==> src/rtl/ring_step_monitor.sv <==
// ring_step_monitor: health and phase-decode stage behind a one-hot ring counter.
// Samples the ring bus every clock and checks that each step is a legal
// rotate-left. After LOCK_CNT consecutive legal steps it locks and converts the
// active bit to a binary index. It also counts completed laps and records
// sequencing faults, which stay set until clr_fault is asserted.
// Optional feature macro: RING_MON_HOLD_EN. When defined, a repeated one-hot
// value (an enable-gated ring that holds) is accepted as a legal step.
module ring_step_monitor #(
  parameter int unsigned WIDTH    = 4,
  parameter int unsigned LOCK_CNT = 3,
  parameter int unsigned LAP_W    = 8,
  parameter int unsigned ERR_W    = 4
) (
  input  logic                     clk,
  input  logic                     rst,
  input  logic [WIDTH-1:0]         ring_in,
  input  logic                     clr_fault,
  output logic                     locked,
  output logic                     fault,
  output logic [$clog2(WIDTH)-1:0] phase_idx,
  output logic                     wrap_pulse,
  output logic [LAP_W-1:0]         lap_cnt,
  output logic [ERR_W-1:0]         err_cnt
);

  localparam int unsigned IDX_W = $clog2(WIDTH);
  localparam int unsigned RUN_W = (LOCK_CNT > 1) ? $clog2(LOCK_CNT) : 1;

  typedef enum logic [1:0] {
    SEARCH = 2'd0,
    LOCKED = 2'd1,
    FAULT  = 2'd2
  } state_t;

  state_t             state_q, state_d;
  logic [WIDTH-1:0]   ring_q, prev_q;
  logic [RUN_W-1:0]   run_q, run_d;
  logic               locked_q, locked_d;
  logic               fault_q, fault_d;
  logic [IDX_W-1:0]   phase_q, phase_d;
  logic               wrap_q, wrap_d;
  logic [LAP_W-1:0]   lap_q, lap_d;
  logic [ERR_W-1:0]   err_q, err_d;

  logic               onehot;
  logic               step_ok;
  logic               hold_ok;
  logic               wrap;
  logic [IDX_W-1:0]   ring_idx;

  assign onehot  = (ring_q != '0) && ((ring_q & (ring_q - 1'b1)) == '0);
  assign step_ok = onehot && (ring_q == {prev_q[WIDTH-2:0], prev_q[WIDTH-1]});
  assign wrap    = step_ok && prev_q[WIDTH-1] && ring_q[0];

`ifdef RING_MON_HOLD_EN
  assign hold_ok = onehot && (ring_q == prev_q);
`else
  assign hold_ok = 1'b0;
`endif

  // Binary index of the single set bit of ring_q.
  always_comb begin
    ring_idx = '0;
    for (int unsigned i = 0; i < WIDTH; i++) begin
      if (ring_q[i]) ring_idx = ring_idx | IDX_W'(i);
    end
  end

  // Next-state and registered-output logic for the SEARCH/LOCKED/FAULT FSM.
  always_comb begin
    state_d = state_q;
    run_d   = run_q;
    phase_d = phase_q;
    lap_d   = lap_q;
    err_d   = err_q;
    wrap_d  = 1'b0;
    case (state_q)
      SEARCH: begin
        if (step_ok) begin
          if (run_q == RUN_W'(LOCK_CNT - 1)) begin
            state_d = LOCKED;
            run_d   = '0;
          end else begin
            run_d = run_q + 1'b1;
          end
        end else if (!hold_ok) begin
          run_d = '0;
        end
      end
      LOCKED: begin
        if (step_ok) begin
          phase_d = ring_idx;
          if (wrap) begin
            lap_d  = lap_q + 1'b1;
            wrap_d = 1'b1;
          end
        end else if (!hold_ok) begin
          state_d = FAULT;
          if (err_q != '1) err_d = err_q + 1'b1;
        end
      end
      FAULT: begin
        if (clr_fault) begin
          state_d = SEARCH;
          run_d   = '0;
        end
      end
      default: state_d = SEARCH;
    endcase
    locked_d = (state_d == LOCKED);
    fault_d  = (state_d == FAULT);
  end

  // Input sampling pipeline, FSM state and output registers.
  always_ff @(posedge clk or negedge rst) begin
    if (!rst) begin
      ring_q   <= '0;
      prev_q   <= '0;
      state_q  <= SEARCH;
      run_q    <= '0;
      locked_q <= 1'b0;
      fault_q  <= 1'b0;
      phase_q  <= '0;
      wrap_q   <= 1'b0;
      lap_q    <= '0;
      err_q    <= '0;
    end else begin
      ring_q   <= ring_in;
      prev_q   <= ring_q;
      state_q  <= state_d;
      run_q    <= run_d;
      locked_q <= locked_d;
      fault_q  <= fault_d;
      phase_q  <= phase_d;
      wrap_q   <= wrap_d;
      lap_q    <= lap_d;
      err_q    <= err_d;
    end
  end

  assign locked     = locked_q;
  assign fault      = fault_q;
  assign phase_idx  = phase_q;
  assign wrap_pulse = wrap_q;
  assign lap_cnt    = lap_q;
  assign err_cnt    = err_q;

endmodule

==> config.mk <==
export PLATFORM = sky130hd
export DESIGN_NAME = ring_step_monitor
export DESIGN_NICKNAME = d
export VERILOG_FILES = /design/src/rtl/ring_step_monitor.sv
export SDC_FILE = /design/constraint.sdc
export NUM_CORES = 1
export LEC_CHECK = 0
export CORE_AREA = 2 2 51 53
export DETAILED_ROUTE_END_ITERATION = 8
export DIE_AREA = 0 0 53 55
export HOLD_SLACK_MARGIN = 0.05
export PLACE_DENSITY_LB_ADDON = 0.25
export SETUP_SLACK_MARGIN = 0.2
export SLEW_MARGIN = 15
export SYNTH_ARGS = -nofsm -noshare
export SYNTH_HDL_FRONTEND = slang
export SYNTH_SLANG_ARGS = --single-unit
==> constraint.sdc <==
create_clock -name clk -period 4.3 [get_ports clk]
set_input_delay 0.43 -clock clk [delete_from_list [all_inputs] [get_ports clk]]
set_output_delay 0.43 -clock clk [all_outputs]
set_load 0.1 [all_outputs]
==> results.yml, run 1 <==
placement:
  post-dp-hpwl_um: 1477
  dp_cells: 145
  place_congestion: 0.7771
  port_buffers: 23
detailed_routing:
  routedWlPerCell_um: 13.29
  vias: 801
  via_per_inst: 5.235
  drtIter0Drc: 3
  drc: 0
  drt-total-wl_um: 2034
  antenna_left: 0
  drtPass1Iterations: 4
synthesis:
  netlist_top_cells_area: "dfrtp_1, xnor2_1, xor2_1"
  yosys_register_bits: 29
  synthCells: 93
  yosysSeqAreaShare_pct: 60.29
  syn-num-nets: 102
  synth_top_cell_by_area: "dfrtp_1"
  yosysMostFrequentCell: "dfrtp_1"
  synth-edff-count: 0
  synth.avg_cell_area_um2: 12.94
  synth_flop_cell: "dfrtp_1"
  synth_area_um2: 1204
  ys_types: 33
  ys_top_cells_by_count: "dfrtp_1, xnor2_1, inv_1, nand4_1"
  postSynth.asyncResetShare_pct: 100.0
  synth_top_area_share_pct: 60.29
  yosys_warnings: 0
timing:
  rsz0062_at_grt: "false"
  final.period_utilization_pct: 54.50
  fmax_mhz: 426.7
  setup_viol: 0
  final-hold-violation-count: 0
  finalCriticalPeriod_ns: 2.343
  setup_tns_ns: 0
  finClkSkew_ns: 0.003640
  slew_headroom_pct: 34.41
  worst_pin_slew_ns: 0.9808
  drv_slew: 0
layout:
  multiInputGateArea_um2: 446.7
  diodes: 0
  fin_cells: 153
  fillCellCount: 197
  area_growth_pct: 25.78
  drive_above_1_share_pct: 17.07
  fin_nets: 131
  register_area_um2: 725.7
worst_setup_path:
  path_cells: "clkdlybuf4s50_1"
  critPathLaunch: "err_cnt[0]"
  r2r_end: "phase_idx[0]"
  crit_end: "err_cnt[0]"
  critical_path.max_fanout: 5
  cp.depth: 1
  crit_path_max_incr_delay_ns: 1.16
  worst-setup-path-type: "reg2out"
  cp-start-kind: "flip-flop"
  crit_path_end_kind: "output pin"
  crit_slowest_cell: "clkdlybuf4s50_1"
  r2r_setup_slack_ns: 2.31
  required_ns: 3.87
  cp_top_family: "buffers and inverters"
  rr_startpoint: "ring_q[3]"
  path_buf_inv: 1
  crit_arrival_ns: 1.91
  worst_r2r_path_depth: 5
grt:
  gr-total-overflow: 0
  use_met1_pct: 19.93
  grt_pass1_wl_um: 3443
  track_usage_pct: 17.45
  grt.busiest_layer: "met2"
  use_met2_pct: 28.96
  grt_use_met3_pct: 7.258
  antenna_found_initial: 0
  grt_pass1_vias: 774
  grt_max_degree: 30
floorplan:
  die_w_um: 53
  dieArea_um2: 2915
  io_pins: 24
  initial_core_util_pct: 50.90
  rows: 18
  core_um2: 2365
  die_h_um: 55
pwr:
  powerDensity_nw_per_um2: 295.1
  irDropWorstVdd_mv: 0.3214
  p_leak_uw: 0.0006748
clock_network:
  cts_tree: "built"
  insertion_delay_ns: 0.31
  htreeDepth: 2
  ctsResizeCount: 0
  cts.sinks: 29
  clk_pin_slew_worst_paths_ns: 0.08
  cts_hold_buf: 0
  cts_buffers: 5
  cts_root_buf: "clkbuf_4"
  cts_setup_buffers: 0
  clockBufferDepth: 2
job:
  cap_viol_max_count: 0
status:
  outcome: "finished clean"
hold_path:
  min_path_type: "reg2reg"
## metrics by stage
| stage | worst slack [ns] | util (%) | instance area (um^2) | hold slack (ns) | power, uW |
|---|---|---|---|---|---|
| after floorplan | 2.291 | - | 1204 | 0.1344 | 291.7 |
| after global placement | 2.325 | 61.85 | 1463 | 0.4456 | 303.7 |
| after detailed placement | 2.300 | 61.85 | 1463 | 0.4545 | 304.8 |
| after CTS | 1.944 | 64.02 | 1514 | 0.4754 | 453.3 |
| after global routing | 1.882 | 64.02 | 1514 | 0.4847 | 471.2 |
| final | 1.957 | 64.02 | 1514 | 0.4760 | 446.8 |
## flip-flops by register name, summed over array words and instances, names as in the netlist, 2 cells and up
name	cells
lap_cnt	8
err_cnt	4
prev_q	4
ring_q	4
phase_idx	2
run_q	2
state_q	2
## area by class of cell
| cell class | count | area share (%) |
|---|---|---|
| timing repair buffer | 24 | 15.70 |
| multi-input combinational | 58 | 29.50 |
| tap | 30 | 2.479 |
| clock buffer | 6 | 2.727 |
| inverter | 4 | 0.9917 |
| clock inverter | 2 | 0.6612 |
| sequential | 29 | 47.93 |
## cells by family (layout without fill, tap and decap cells)
logic type | count (synthesis) | count (layout) | share of synthesized area, %
adders and majority gates | 2 | 2 | 2.079
muxes | 4 | 4 | 3.534
buffers and inverters | 6 | 36 | 2.598
and+or+nand+nor | 27 | 27 | 15.07
xor gates and xnor gates | 9 | 9 | 6.549
DFF | 29 | 29 | 60.29
AOI/OAI and AO/OA | 16 | 16 | 9.876
## per-layer routing
| metal | up-vias | wire length, um |
|---|---|---|
| met5 | - | 0 |
| met4 | 0 | 23 |
| met3 | 4 | 96 |
| met2 | 19 | 1024 |
| met1 | 382 | 890 |
| li1 | 396 | - |
## power by group
group          internal, uW  total (uW)  switching [uW]
clock network          62.1         148            85.8
logic                  8.87        17.9            8.98
registers               276         281            4.61
total                   347         447            99.4
## worst min-delay path by stage
stage,depth (start not counted),to,startpoint
after detailed placement,0,prev_q[2],ring_q[2]
after global placement,0,prev_q[2],ring_q[2]
after global routing,1,lap_cnt[7],lap_cnt[7]
after floorplan,0,err_cnt[0],rst
after CTS,0,prev_q[2],ring_q[2]
final,0,prev_q[2],ring_q[2]
## cell usage in the layout (no fill, tap or decap), drive strengths merged, types with 3 or more instances in the layout
master	n
inv	4
nor3	3
clkbuf	6
dfrtp	29
nand4	4
xor2	3
a21oi	3
xnor2	6
nand3	3
o21ai	5
and3	4
clkdlybuf4s50	23
nor2b	3
(Power assumes the default switching activity.)
==> run 2, diff against run 1 <==
--- a/config.mk
+++ b/config.mk
@@ -5,9 +5,9 @@
 export SDC_FILE = /design/constraint.sdc
 export NUM_CORES = 1
 export LEC_CHECK = 0
-export CORE_AREA = 2 2 51 53
+export CORE_AREA = 2 2 53 55
 export DETAILED_ROUTE_END_ITERATION = 8
-export DIE_AREA = 0 0 53 55
+export DIE_AREA = 0 0 55 57
 export HOLD_SLACK_MARGIN = 0.05
 export PLACE_DENSITY_LB_ADDON = 0.25
 export SETUP_SLACK_MARGIN = 0.2
==> constraint.sdc (replaced) <==
create_clock -name clk -period 2.5 [get_ports clk]
set_input_delay 0.25 -clock clk [delete_from_list [all_inputs] [get_ports clk]]
set_output_delay 0.25 -clock clk [all_outputs]
set_load 0.1 [all_outputs]
==> run 2 against run 1 <==
Register-to-register slack worse by 1.7 ns. Final cell count up 0.65%. First-iteration DRC count rose to 2.7 times the previous value. Sequential cell count stayed put. Non-clock buffer count unchanged. Critical path type is now reg2reg. Critical endpoint is now run_q[1]. Largest cell class unchanged.
==> results.yml, run 2 (synthesized netlist as in run 1, its figures left out) <==
status:
  outcome: "finished clean"
layout:
  layout_commonest_cell: "dfrtp_1"
  area_growth_pct: 23.91
  fillCellCount: 240
  layout_common_cells: "dfrtp_1, buf_4, xnor2_1, clkdlybuf4s50_1, clkbuf_4"
  diodes: 0
  largest_register_ffs: 8
  drive_above_1_share_pct: 31.71
  fin_nets: 131
timing:
  finalCriticalPeriod_ns: 1.925
  rsz0062_at_grt: "false"
  slew_headroom_pct: 68.90
  drv_slew: 0
  final-hold-violation-count: 0
  worst_pin_slew_ns: 0.4656
  setup_viol: 0
  final.period_utilization_pct: 77.01
  finClkSkew_ns: 0.009949
  setup_slack_ns: 0.5748
  setup_tns_ns: 0
  fmax_mhz: 519.4
placement:
  post-dp-hpwl_um: 1502
  port_buffers: 23
  place_congestion: 0.7560
  place_ws_ns: 0.6045
detailed_routing:
  antenna_left: 0
  drc: 0
  drtPass1Iterations: 4
  vias: 817
  drtIter0Drc: 8
  routedWlPerCell_um: 13.74
  via_per_inst: 5.305
  drt-total-wl_um: 2116
grt:
  track_usage_pct: 16.86
  gr-total-overflow: 0
  grt_pass1_vias: 851
  antenna_found_initial: 0
  grt_max_degree: 30
  grt_pass1_wl_um: 3705
clock_network:
  cts_buffers: 5
  cts_setup_buffers: 0
  cts_tree: "built"
  ctsResizeCount: 0
  cts.sinks: 29
  htreeDepth: 2
  clockBufferDepth: 2
  cts_root_buf: "clkbuf_4"
  insertion_delay_ns: 0.32
  clk_pin_slew_worst_paths_ns: 0.09
  cts_hold_buf: 0
pwr:
  intPower_uw: 653.5
  sw_frac_of_total_pct: 21.36
  p_leak_uw: 0.0007193
  comb_power_share_pct: 3.8
  p_sw_uw: 177.5
  p_clk_share_pct: 38.1
  pwr-share-seq_pct: 58.1
  powerDensity_nw_per_um2: 557.2
  irDropWorstVdd_mv: 0.4091
floorplan:
  io_pins: 24
  die_w_um: 55
  initial_core_util_pct: 46.03
  die_h_um: 57
  core_um2: 2615
  rows: 19
  dieArea_um2: 3135
job:
  cap_viol_max_count: 0
worst_setup_path:
  worst-setup-path-type: "reg2reg"
  r2r_setup_slack_ns: 0.57
  crit_path_end_kind: "flip-flop"
  required_ns: 2.76
  crit_arrival_ns: 2.18
  critical_path.max_fanout: 11
  cp-start-kind: "flip-flop"
hold_path:
  min_path_type: "in2async"
[run 2: cell types whose count changed in the layout (fill, tap and decap cells not counted)]
cell,change
buf_4,+17
clkbuf_1,-1
clkbuf_8,+2
clkdlybuf4s50_1,-17
clkinv_2,-1
[run 2: cell type report]
class | instances | area (um^2) | area share (%)
Sequential cell | 29 | 725.7 | 48.66
Multi-Input combinational cell | 58 | 446.7 | 29.95
Timing Repair Buffer | 24 | 195.2 | 13.09
Clock buffer | 7 | 65.06 | 4.362
Tap cell | 31 | 38.79 | 2.601
Inverter | 4 | 15.01 | 1.007
Clock inverter | 1 | 5.005 | 0.3356
[run 2: metrics by stage]
stage / hold slack, ns / total power, uW / instance area, um^2 / util (%) / cells
2_1_floorplan: -0.04559 / 501.8 / 1204 / - / 93
3_5_place_dp: 0.4513 / 524.0 / 1421 / 54.35 / 146
5_1_grt: 0.3175 / 877.0 / 1491 / 57.03 / 154
3_3_place_gp: 0.4546 / 522.9 / 1421 / 54.35 / 146
4_1_cts: 0.2886 / 847.2 / 1491 / 57.03 / 154
6_report: 0.2951 / 831.0 / 1491 / 57.03 / 154
[run 2: power groups by stage]
stage,clock [uW],combinational [uW],sequential [uW]
final,317,31.2,483
after global routing,357,35.5,484
after CTS,332,32.2,483
after detailed placement,0,31.8,492
after global placement,0,31.0,492
after floorplan,0,11.1,491
[run 2: per-layer routing]
metal  part of all wire, %  GRT usage (%)
met5                     0              0
met3                   5.4          7.853
met2                    49          26.02
met1                    44          20.39
met4                   1.8          6.272
[run 2: worst paths after layout]
check                            from            to  cells past startpoint
max reg2reg                 ring_q[3]      run_q[1]                      5
max                         ring_q[3]      run_q[1]                      5
max in group asynchronous         rst        locked                      2
min reg2reg                 ring_q[2]     prev_q[2]                      0
min in group clk           ring_in[3]     ring_q[3]                      1
min                               rst  phase_idx[0]                      2
[run 2: critical path: stages, from the launching register on]
cell	delay, ns
dfrtp_1	0.44
or3b_1	0.41
a21oi_2	0.18
nand3_2	0.22
or4_4	0.49
o21ai_2	0.13
==> run 3, diff against run 2 <==
==> constraint.sdc (replaced) <==
create_clock -name clk -period 2 [get_ports clk]
set_input_delay 0.2 -clock clk [delete_from_list [all_inputs] [get_ports clk]]
set_output_delay 0.2 -clock clk [all_outputs]
set_load 0.1 [all_outputs]
==> run 3 against run 2 <==
Wire length increased by 2.1%. Sequential share of layout area decreased by 2.2 points. Global-route usage down 0.053 points. Sequential power up 25%. Die area is the same. Largest power group unchanged. Highest routed layer unchanged.
==> results.yml, run 3 (synthesized netlist as in run 1, its figures left out) <==
layout:
  final_util_pct: 60.00
  fin_nets: 140
  diodes: 0
  layout_commonest_cell: "dfrtp_1"
  layout_common_cells: "dfrtp_1, buf_4, xnor2_1, clkdlybuf4s50_1, clkbuf_4"
  area_growth_pct: 30.35
  drive_above_1_share_pct: 38.17
  largest_register_ffs: 8
pwr:
  comb_power_share_pct: 5.0
  intPower_uw: 784.9
  p_sw_uw: 215.5
  sw_frac_of_total_pct: 21.54
  p_leak_uw: 0.0007551
  pwr-share-seq_pct: 60.1
  p_clk_share_pct: 34.9
  power.total_uw: 1000
  irDropWorstVdd_mv: 0.4523
  powerDensity_nw_per_um2: 637.6
floorplan:
  rows: 19
  die_h_um: 57
  die_w_um: 55
  initial_core_util_pct: 46.03
  dieArea_um2: 3135
  io_pins: 24
  core_um2: 2615
worst_setup_path:
  r2r_end: "run_q[1]"
  required_ns: 2.26
  worst-setup-path-type: "reg2reg"
  rr_startpoint: "ring_q[3]"
  r2r_setup_slack_ns: 0.23
  cp-start-kind: "flip-flop"
  critical_path.max_fanout: 10
  worst_r2r_path_depth: 5
  crit_path_end_kind: "flip-flop"
  crit_arrival_ns: 2.03
detailed_routing:
  vias: 873
  via_per_inst: 5.389
  drc: 0
  routedWlPerCell_um: 13.34
  drt-total-wl_um: 2161
  drtPass1Iterations: 4
  antenna_left: 0
  drtIter0Drc: 3
timing:
  fmax_mhz: 564.8
  rsz0062_at_grt: "true"
  whs_ns: 0.2422
  finClkSkew_ns: 0.009975
  drv_slew: 0
  setup_viol: 0
  slew_headroom_pct: 72.88
  finalCriticalPeriod_ns: 1.771
  final.period_utilization_pct: 88.53
  final-hold-violation-count: 0
  setup_tns_ns: 0
  worst_pin_slew_ns: 0.4026
grt:
  track_usage_pct: 16.81
  antenna_found_initial: 0
  grt_pass1_wl_um: 3615
  gr-total-overflow: 0
  grt_max_degree: 30
  grt_pass1_vias: 837
hold_path:
  min_path_type: "in2async"
clock_network:
  cts_tree: "built"
  clk_pin_slew_worst_paths_ns: 0.09
  htreeDepth: 2
  clockBufferDepth: 2
  cts_buffers: 5
  insertion_delay_ns: 0.32
  cts.sinks: 29
  cts_root_buf: "clkbuf_4"
placement:
  post-dp-hpwl_um: 1541
  place_congestion: 0.7690
  port_buffers: 23
status:
  outcome: "finished clean"
job:
  cap_viol_max_count: 0
[run 3: changes by cell type in the layout (fill, tap and decap cells not counted), sizes merged]
cell / previous run / this run
buf: 18 / 27
clkinv: 1 / 0
[run 3: how the worst max path moves through the flow]
stage                   start          to  slack [ns]  depth (start not counted)
global route        ring_q[3]  lap_cnt[1]        0.14                          5
global placement    ring_q[3]  err_cnt[1]        0.20                          5
CTS                 prev_q[2]    run_q[1]        0.19                          5
finish              ring_q[3]    run_q[1]        0.23                          5
detailed placement  ring_q[3]    run_q[1]        0.13                          5
floorplan           ring_q[3]  lap_cnt[1]        0.22                          5
[run 3: power groups by stage]
| stage | combinational (uW) | clock [uW] | sequential [uW] |
|---|---|---|---|
| after floorplan | 13.9 | 0 | 613 |
| after global placement | 41.3 | 0 | 614 |
| after detailed placement | 42.2 | 0 | 615 |
| after CTS | 51.1 | 367 | 602 |
| after global routing | 55.8 | 396 | 603 |
| final | 49.8 | 349 | 602 |
[run 3: layout make-up]
| cell class | instances | area, um^2 |
|---|---|---|
| clock buffers | 7 | 55.05 |
| fillers | 226 | 1046 |
| inverters | 4 | 15.01 |
| multi-input cells | 58 | 467.9 |
| flip-flops and latches | 29 | 728.2 |
| well taps | 31 | 38.79 |
| repair buffers | 33 | 264.0 |
[run 3: stage by stage]
step	cell area, um^2	setup slack, ns	instances
after global placement	1439	0.2040	148
final	1569	0.2293	162
after global routing	1569	0.1384	162
after CTS	1556	0.1921	161
after detailed placement	1439	0.1333	148
after floorplan	1206	0.2205	93
[run 3: critical path, stage by stage (launching register included)]
cell	delay [ns]
dfrtp_1	0.39
or3b_1	0.39
a21oi_2	0.19
nand3_4	0.14
or4_4	0.46
o21ai_2	0.13
[run 3: layer usage]
layer | track usage [%] | part of all wire, %
met5 | 0 | 0
met4 | 9.408 | 2.5
met3 | 7.853 | 5.5
met2 | 25.51 | 50
met1 | 19.16 | 42
[run 3: repair_timing]
action                     4_1_cts  5_1_grt
setup buffers                    6        1
gates resized for setup          5        1
hold buffers                     0        0
setup endpoints to repair        6       12
cloned                           0        0
pin swaps                        2        3
